`config.mk`:
```
export PLATFORM = sky130hd
export DESIGN_NAME = stream_arb_2to1
export DESIGN_NICKNAME = d
export VERILOG_FILES = /design/src/rtl/stream_arb_2to1.sv
export SDC_FILE = /design/constraint.sdc
export NUM_CORES = 1
export LEC_CHECK = 0
export CORE_ASPECT_RATIO = 1.1
export CORE_MARGIN = 4
export CORE_UTILIZATION = 40
export DETAILED_ROUTE_END_ITERATION = 8
export GPL_TIMING_DRIVEN = 0
export PLACE_DENSITY_LB_ADDON = 0.1
export REMOVE_ABC_BUFFERS = 1
export SKIP_LAST_GASP = 1
export SYNTH_ARGS = -nofsm -noshare
export SYNTH_HDL_FRONTEND = slang
export SYNTH_SLANG_ARGS = --single-unit
```
`constraint.sdc`:
```
create_clock -name clk -period 2.5 [get_ports clk]
set_input_delay 0.25 -clock clk [delete_from_list [all_inputs] [get_ports clk]]
set_output_delay 0.25 -clock clk [all_outputs]
set_load 0.01 [all_outputs]
```
`src/rtl/stream_arb_2to1.sv`:
```
`default_nettype none
// ============================================================================
// Module   : stream_arb_2to1
// Purpose  : Packet-aware round-robin arbiter merging two valid/ready streams
//            (A, B) into one registered output stage. A packet, once started,
//            owns the output until its last beat is accepted; the other
//            source is blocked meanwhile. Priority toggles only on packet
//            completion.
// Ports    : clk, rst_n            clock, async active-low reset
//            in_a_*_i / in_a_ready_o  source A beat (valid, data, last) / ready
//            in_b_*_i / in_b_ready_o  source B beat (valid, data, last) / ready
//            out_valid_o, out_data_o, out_last_o, out_sel_o  registered beat,
//                                     out_sel_o is the mux select (0=A, 1=B)
//            out_ready_i              downstream accept
// Revision : 1.0 - initial release
// ============================================================================
module stream_arb_2to1 #(
  parameter int WIDTH = 8
) (
  input  logic             clk,
  input  logic             rst_n,
  input  logic             in_a_valid_i,
  input  logic [WIDTH-1:0] in_a_data_i,
  input  logic             in_a_last_i,
  output logic             in_a_ready_o,
  input  logic             in_b_valid_i,
  input  logic [WIDTH-1:0] in_b_data_i,
  input  logic             in_b_last_i,
  output logic             in_b_ready_o,
  output logic             out_valid_o,
  output logic [WIDTH-1:0] out_data_o,
  output logic             out_last_o,
  output logic             out_sel_o,
  input  logic             out_ready_i
);

  typedef enum logic [1:0] {
    IDLE   = 2'd0,
    LOCK_A = 2'd1,
    LOCK_B = 2'd2
  } state_e;

  state_e           state_q, state_d;
  logic             prio_q, prio_d;      // 0 = A has priority, 1 = B
  logic             out_valid_q, out_valid_d;
  logic [WIDTH-1:0] out_data_q, out_data_d;
  logic             out_last_q, out_last_d;
  logic             out_sel_q, out_sel_d;

  logic             load;
  logic             grant_a, grant_b;
  logic             accept_a, accept_b;

  // The output register can take a new beat when empty or being drained.
  assign load = ~out_valid_q | out_ready_i;

  // Grant selection. In IDLE a grant requires the source to be valid, so at
  // most one grant is ever high. In a LOCK state the owner keeps its grant
  // even while it idles; its own valid decides whether a beat is taken.
  always_comb begin
    grant_a = 1'b0;
    grant_b = 1'b0;
    case (state_q)
      IDLE: begin
        grant_a = in_a_valid_i & (~in_b_valid_i | ~prio_q);
        grant_b = in_b_valid_i & (~in_a_valid_i |  prio_q);
      end
      LOCK_A:  grant_a = 1'b1;
      LOCK_B:  grant_b = 1'b1;
      default: ;
    endcase
  end

  // rst_n gates the readys so nothing looks accepted while held in reset
  // (the empty output register would otherwise report load=1).
  assign in_a_ready_o = rst_n & load & grant_a;
  assign in_b_ready_o = rst_n & load & grant_b;

  assign accept_a = in_a_valid_i & in_a_ready_o;
  assign accept_b = in_b_valid_i & in_b_ready_o;

  // Next-state and output-register logic.
  always_comb begin
    state_d     = state_q;
    prio_d      = prio_q;
    out_valid_d = out_valid_q;
    out_data_d  = out_data_q;
    out_last_d  = out_last_q;
    out_sel_d   = out_sel_q;

    if (accept_a) begin
      out_valid_d = 1'b1;
      out_data_d  = in_a_data_i;
      out_last_d  = in_a_last_i;
      out_sel_d   = 1'b0;
      if (in_a_last_i) begin
        state_d = IDLE;
        prio_d  = 1'b1;
      end else begin
        state_d = LOCK_A;
      end
    end else if (accept_b) begin
      out_valid_d = 1'b1;
      out_data_d  = in_b_data_i;
      out_last_d  = in_b_last_i;
      out_sel_d   = 1'b1;
      if (in_b_last_i) begin
        state_d = IDLE;
        prio_d  = 1'b0;
      end else begin
        state_d = LOCK_B;
      end
    end else if (out_ready_i) begin
      // Beat drained with nothing to replace it; payload fields hold.
      out_valid_d = 1'b0;
    end

    // Recover from the unused encoding.
    if (state_q != IDLE && state_q != LOCK_A && state_q != LOCK_B) begin
      state_d = IDLE;
    end
  end

  always_ff @(posedge clk or negedge rst_n) begin
    if (!rst_n) begin
      state_q     <= IDLE;
      prio_q      <= 1'b0;
      out_valid_q <= 1'b0;
      out_data_q  <= '0;
      out_last_q  <= 1'b0;
      out_sel_q   <= 1'b0;
    end else begin
      state_q     <= state_d;
      prio_q      <= prio_d;
      out_valid_q <= out_valid_d;
      out_data_q  <= out_data_d;
      out_last_q  <= out_last_d;
      out_sel_q   <= out_sel_d;
    end
  end

  assign out_valid_o = out_valid_q;
  assign out_data_o  = out_data_q;
  assign out_last_o  = out_last_q;
  assign out_sel_o   = out_sel_q;

endmodule
`default_nettype wire

```
==> impl_metrics.sql, run 1 <==
INSERT INTO impl_metrics (metric_group, metric, value, unit) VALUES
('run_status', 'result_of_the_run', 'finished, final reports clean', ''),
('logic_synthesis', 'synth_compound_area_frac', '0.195', ''),
('global_route', 'first_pass_grt_wire_length', '2840', 'microns'),
('floorplan', 'die_h', '54.2', 'microns'),
('worst_setup_path', 'worstPathCellList', 'dlygate4sd2_1, nand2_1, nor3_1, clkdlybuf4s50_1', ''),
('logic_synthesis', 'syn_area', '777', 'sq um'),
('clocking', 'cts_sinks', '14', ''),
('floorplan', 'die_x', '50.0', 'microns'),
('clocking', 'tritoncts', 'done', ''),
('worst_setup_path', 'reg2reg_from', 'state_q[0]', ''),
('floorplan', 'num_rows', '16', ''),
('layout', 'sequential_cell_area', '350', 'sq um'),
('placement', 'buffers_added_on_ports', '35', ''),
('floorplan', 'floorplan.io_pins', '36', ''),
('logic_synthesis', 'synth_simple_gate_area_share', '0.196', ''),
('logic_synthesis', 'yosys_warnings', '0', ''),
('placement', 'gp_routability_congestion', '0.800', ''),
('power', 'sw_frac_of_total', '0.348', ''),
('worst_setup_path', 'crit_path_kind', 'in -> out', ''),
('route', 'drt_pre_antenna_iters', '3', ''),
('global_route', 'globalRouteTotalUtil', '0.140', ''),
('worst_setup_path', 'worst-endpoint-arrival', '1.98', 'ns'),
('placement', 'post-dp-hpwl', '1310', 'microns'),
('power', 'cellLeakagePower', '0.482', 'nW'),
('clocking', 'insertion_delay', '0.27', 'ns'),
('route', 'route.detailed.drc', '0', ''),
('sta', 'worstMarginPinSlew', '1.12', 'ns'),
('sta', 'clock-skew-final', '0.00217', 'ns'),
('route', 'initial_drc_count', '5', ''),
('worst_setup_path', 'worst_path_required_time', '2.25', 'ns'),
('run', 'maxCapViolCount', '0', ''),
('floorplan', 'start_util', '0.427', ''),
('worst_setup_path', 'crit-reg2reg-capture', 'out_data_o[0]', ''),
('worst_setup_path', 'worstPathMaxFanout', '18', ''),
('logic_synthesis', 'synth.ff_latch_count', '14', ''),
('layout', 'stdcell_count', '132', ''),
('sta', 'finalHoldViolCount', '0', ''),
('sta', 'timing.fmax', '448', 'MHz'),
('sta', 'finalWorstPathRequiredPeriod', '2.23', 'ns'),
('clocking', 'clockRootBuffer', 'clkbuf_4', ''),
('clocking', 'cts.htree.levels', '1', ''),
('worst_setup_path', 'endpoint_kind', 'primary output', ''),
('floorplan', 'floorplan.core_area', '1820', 'sq um'),
('logic_synthesis', 'ys_seq_area_frac', '0.451', ''),
('layout', 'final_common_cell', 'clkdlybuf4s50_1', ''),
('route', 'num_vias', '640', ''),
('logic_synthesis', 'synth_cell_types', '24', ''),
('clocking', 'post_cts_resize_count', '1', ''),
('route', 'post_drt_via_cell_ratio', '4.85', ''),
('worst_setup_path', 'critPathLaunch', 'rst_n', ''),
('clocking', 'tritoncts.num_buffers', '3', ''),
('route', 'ant_nets', '0', ''),
('worst_setup_path', 'cpPeakStageDelay', '0.67', 'ns'),
('power', 'cellInternalPower', '0.642', 'mW'),
('worst_setup_path', 'rr_worst_depth', '3', ''),
('sta', 'layout_worst_path_cycle_share', '0.892', ''),
('sta', 'finalSetupViolCount', '0', ''),
('logic_synthesis', 'post_synth_main_area_contributors', 'dfrtp_1 (45%), mux2i_1 (10%), a21oi_2 (9.0%)', ''),
('route', 'routedWlPerCell', '12.7', 'microns'),
('route', 'finalWirelength', '1670', 'microns'),
('worst_setup_path', 'critPathLaunchType', 'input port', ''),
('layout', 'multi_input_area', '384', 'sq um'),
('layout', 'fillerInstances', '154', ''),
('layout', 'final_net_count', '130', ''),
('global_route', 'grt_start_max_net_pins', '19', ''),
('logic_synthesis', 'muxShareOfSynthArea', '0.103', ''),
('sta', 'slew_violations', '0', ''),
('floorplan', 'die_area', '2710', 'sq um'),
('clocking', 'clk_path_buf_depth', '2', ''),
('global_route', 'grt_overflow_total', '0', ''),
('layout', 'layout.cells.most_common_list', 'clkdlybuf4s50_1 (34), dfrtp_1 (14), mux2i_1 (8), a21oi_2 (8), nor2_1 (7)', '');
[stage by stage]
step	instance area (sq um)	setup WS, ns	util	hold WS (ns)
after global placement	1120	-0.0513	0.614	0.470
after global routing	1140	0.0694	0.626	0.191
after detailed placement	1120	-0.0467	0.614	0.467
after floorplan	734	0.857	-	-0.0456
after CTS	1140	0.220	0.626	0.157
final	1140	0.269	0.626	0.136
[sequential cells by signal (all words and copies together), names as in the netlist]
register     cells
out_data_o       8
state_q          2
out_last_o       1
out_sel_o        1
out_valid_o      1
prio_q           1
[cell type report]
cell class | instances | share of cell area
clock buffers | 3 | 0.0198
multi-input cells | 53 | 0.337
flip-flops and latches | 14 | 0.307
well taps | 27 | 0.0296
repair buffers | 35 | 0.306
[synthesized netlist by cell type (all sizes together)]
| cell type | number |
|---|---|
| dfrtp | 14 |
| a21oi | 12 |
| nor2 | 9 |
| mux2i | 8 |
| nand2 | 5 |
| buf | 3 |
| o21ai | 3 |
| nand2b | 2 |
| nand3 | 2 |
| nor2b | 2 |
| nor3 | 2 |
| a21bo | 1 |
| a311oi | 1 |
| a31oi | 1 |
| and2 | 1 |
| nand3b | 1 |
| o211a | 1 |
| o221a | 1 |
| or3 | 1 |
[power groups by stage]
stage               combinational (mW)  clock [mW]  sequential, mW
floorplan                        0.212           0           0.415
global placement                 0.477           0           0.386
detailed placement               0.485           0           0.388
finish                           0.478       0.124           0.382
CTS                              0.487       0.130           0.383
global route                     0.521       0.139           0.397
[kinds of logic after synthesis]
group / count (synthesis)
compound gates: 20
simple gates: 25
flops: 14
mux: 8
buf+inv: 3
[layer usage]
layer,part of all wire,wire (microns),up-vias,GRT usage
met2,0.51,859,21,0.259
met1,0.38,639,298,0.141
met3,0.096,161,2,0.0572
li1,-,-,319,-
met4,0.0072,12,0,0.0553
met5,0,0,-,0
[worst min path at each step]
stage	to	slack, ns	cells past startpoint
after floorplan	out_data_o[0]	-0.05	0
final	state_q[0]	0.14	1
after global routing	state_q[1]	0.19	1
after CTS	out_valid_o	0.16	1
after detailed placement	out_sel_o	0.47	1
after global placement	out_sel_o	0.47	1
Note: power is estimated with default switching activity, not from simulation.
==> run 2: changes to the inputs <==
- CORE_UTILIZATION: 40 -> 45
- CTS_BUF_LIST: not set -> sky130_fd_sc_hd__clkbuf_8
- SETUP_SLACK_MARGIN: not set -> 0.15
==> impl_metrics.sql, run 2 (synthesized netlist as in run 1, its figures left out) <==
INSERT INTO impl_metrics (metric_group, metric, value, unit) VALUES
('global_route', 'number_of_global_route_vias_before_repair', '672', ''),
('layout', 'final_layout_size_suffix_gt1_frac', '0.160', ''),
('layout', 'final_util', '0.722', ''),
('worst_setup_path', 'worstPathMaxFanout', '11', ''),
('clocking', 'tritoncts', 'done', ''),
('floorplan', 'die_area', '2460', 'sq um'),
('worst_setup_path', 'crit_path_kind', 'in -> reg', ''),
('route', 'finalWirelength', '1680', 'microns'),
('placement', 'gp_routability_congestion', '0.855', ''),
('sta', 'finalSetupViolCount', '0', ''),
('clocking', 'clkTransAtPathRegs', '0.06', 'ns'),
('route', 'num_vias', '641', ''),
('route', 'routedWlPerCell', '13.7', 'microns'),
('global_route', 'grt_antenna_before_repair', '0', ''),
('power', 'fraction_of_power_consumed_by_the_clock_network', '0.172', ''),
('route', 'ant_nets', '0', ''),
('sta', 'layout_worst_path_cycle_share', '0.810', ''),
('sta', 'slew-limit-headroom', '0.276', ''),
('power', 'cellLeakagePower', '0.493', 'nW'),
('worst_setup_path', 'worst_path_required_time', '2.59', 'ns'),
('sta', 'clock-skew-final', '0.00529', 'ns'),
('worst_setup_path', 'critPathLaunchType', 'input port', ''),
('run_status', 'result_of_the_run', 'finished, final reports clean', ''),
('clocking', 'clockRootBuffer', 'clkbuf_8', ''),
('sta', 'worstMarginPinSlew', '1.08', 'ns'),
('global_route', 'grt_overflow_total', '0', ''),
('route', 'post_drt_via_cell_ratio', '5.21', ''),
('power', 'power_per_cell_area', '902', 'nW/um^2'),
('clocking', 'cts.htree.levels', '1', ''),
('placement', 'post-dp-hpwl', '1310', 'microns'),
('worst_setup_path', 'reg2reg_from', 'state_q[0]', ''),
('placement', 'buffers_added_on_ports', '35', ''),
('route', 'route.detailed.drc', '0', ''),
('sta', 'timing.fmax', '494', 'MHz'),
('sta', 'slew_violations', '0', ''),
('floorplan', 'floorplan.io_pins', '36', ''),
('power', 'combinationalPowerShare', '0.457', ''),
('power', 'seq_power_share', '0.372', ''),
('sta', 'worst_hold_slack_after_final_layout', '0.388', 'ns'),
('power', 'power.net_switching', '0.345', 'mW'),
('worst_hold_path', 'hold_depth', '4', ''),
('clocking', 'insertion_delay', '0.24', 'ns'),
('layout', 'largest_register_ffs', '8', ''),
('sta', 'finalHoldViolCount', '0', ''),
('floorplan', 'num_rows', '15', ''),
('layout', 'antenna_cells_inserted', '0', ''),
('layout', 'flow.area_growth_from_synthesis', '48.3', '%'),
('worst_setup_path', 'critPathLaunch', 'in_b_valid_i', ''),
('worst_hold_path', 'hold_path.class', 'in -> reg', ''),
('power', 'vdd_drop_max', '0.000668', 'V'),
('layout', 'final_common_cell', 'clkdlybuf4s50_1', ''),
('floorplan', 'start_util', '0.487', ''),
('sta', 'finalWorstPathRequiredPeriod', '2.03', 'ns'),
('layout', 'layout.cells.most_common_list', 'clkdlybuf4s50_1 (34), dfrtp_1 (14), mux2i_1 (8), a21oi_2 (8), nor2_1 (7)', ''),
('power', 'cellInternalPower', '0.694', 'mW'),
('layout', 'final_net_count', '131', ''),
('route', 'initial_drc_count', '3', ''),
('worst_setup_path', 'worst-endpoint-arrival', '2.12', 'ns'),
('route', 'drt_pre_antenna_iters', '4', ''),
('sta', 'rsz_0062_raised_after_global_routing', 'no', ''),
('floorplan', 'floorplan.core_area', '1600', 'sq um'),
('global_route', 'first_pass_grt_wire_length', '2750', 'microns'),
('worst_setup_path', 'endpoint_kind', 'flop', ''),
('clocking', 'tritoncts.num_buffers', '3', ''),
('floorplan', 'die_x', '47.6', 'microns'),
('clocking', 'cts_sinks', '14', ''),
('global_route', 'globalRouteTotalUtil', '0.159', ''),
('worst_setup_path', 'rr_worst_depth', '3', ''),
('run', 'maxCapViolCount', '0', ''),
('power', 'sw_frac_of_total', '0.332', ''),
('worst_hold_path', 'min_from', 'rst_n', ''),
('clocking', 'clk_path_buf_depth', '2', ''),
('global_route', 'grt_start_max_net_pins', '19', ''),
('floorplan', 'die_h', '51.6', 'microns');
-- run 2: cell types whose count changed in the layout (fill, tap and decap cells not counted) --
cell,delta
clkbuf_2,+1
clkbuf_8,+3
dlygate4sd2_1,-1
dlygate4sd3_1,+1
clkbuf_4,-3
-- run 2: repair_timing --
| action | CTS | global route |
|---|---|---|
| resized for setup | 1 | 2 |
| setup endpoints to repair | 2 | 2 |
| pin swaps | 0 | 0 |
| endpoints found under the hold margin | 0 | 14 |
| hold buffers | 0 | 1 |
| setup buffers | 0 | 0 |
-- run 2: path summary, 6_finish.rpt --
kind | to | slack (ns)
setup / recovery | out_data_o[5] | 0.47
hold / removal | state_q[0] | 0.39
setup reg to reg | out_data_o[5] | 0.62
hold reg to reg | out_sel_o | 0.49
max in group asynchronous | out_last_o | 1.47
min in group asynchronous | out_valid_o | 0.61
-- run 2: cell type report --
| type | instances | area (sq um) |
|---|---|---|
| multi-input cells | 53 | 384 |
| well taps | 17 | 21.3 |
| clock buffers | 3 | 41.3 |
| fillers | 137 | 443 |
| repair buffers | 36 | 355 |
| flip-flops and latches | 14 | 350 |
-- run 2: through the flow --
stage          std cells  TNS, ns  setup slack [ns]  power (mW)  cell area [sq um]
2_1_floorplan         67        0             0.857       0.628                734
3_3_place_gp         119  -0.0466           -0.0397       0.860               1110
3_5_place_dp         119  -0.0776           -0.0492       0.871               1110
4_1_cts              122        0             0.210        1.05               1150
5_1_grt              123        0             0.304        1.12               1150
6_report             123        0             0.474        1.04               1150
-- run 2: routing by layer --
metal	wire, microns	part of all wire	vias to the layer above	GRT usage
li1	-	-	323	-
met1	645	0.38	289	0.161
met2	858	0.51	25	0.290
met3	148	0.088	4	0.0554
met4	29	0.017	0	0.0538
met5	0	0	-	0
-- run 2: critical path: stages --
cell	delay (ns)
clkdlybuf4s50_1	0.54
nand2_1	0.09
o21ai_1	0.84
mux2i_1	0.31
a21oi_2	0.08
-- run 2: power groups by stage --
stage / combinational [mW] / clock, mW / sequential [mW]
2_1_floorplan: 0.212 / 0 / 0.415
3_3_place_gp: 0.475 / 0 / 0.384
3_5_place_dp: 0.480 / 0 / 0.392
4_1_cts: 0.481 / 0.184 / 0.387
5_1_grt: 0.520 / 0.198 / 0.397
6_report: 0.475 / 0.179 / 0.386
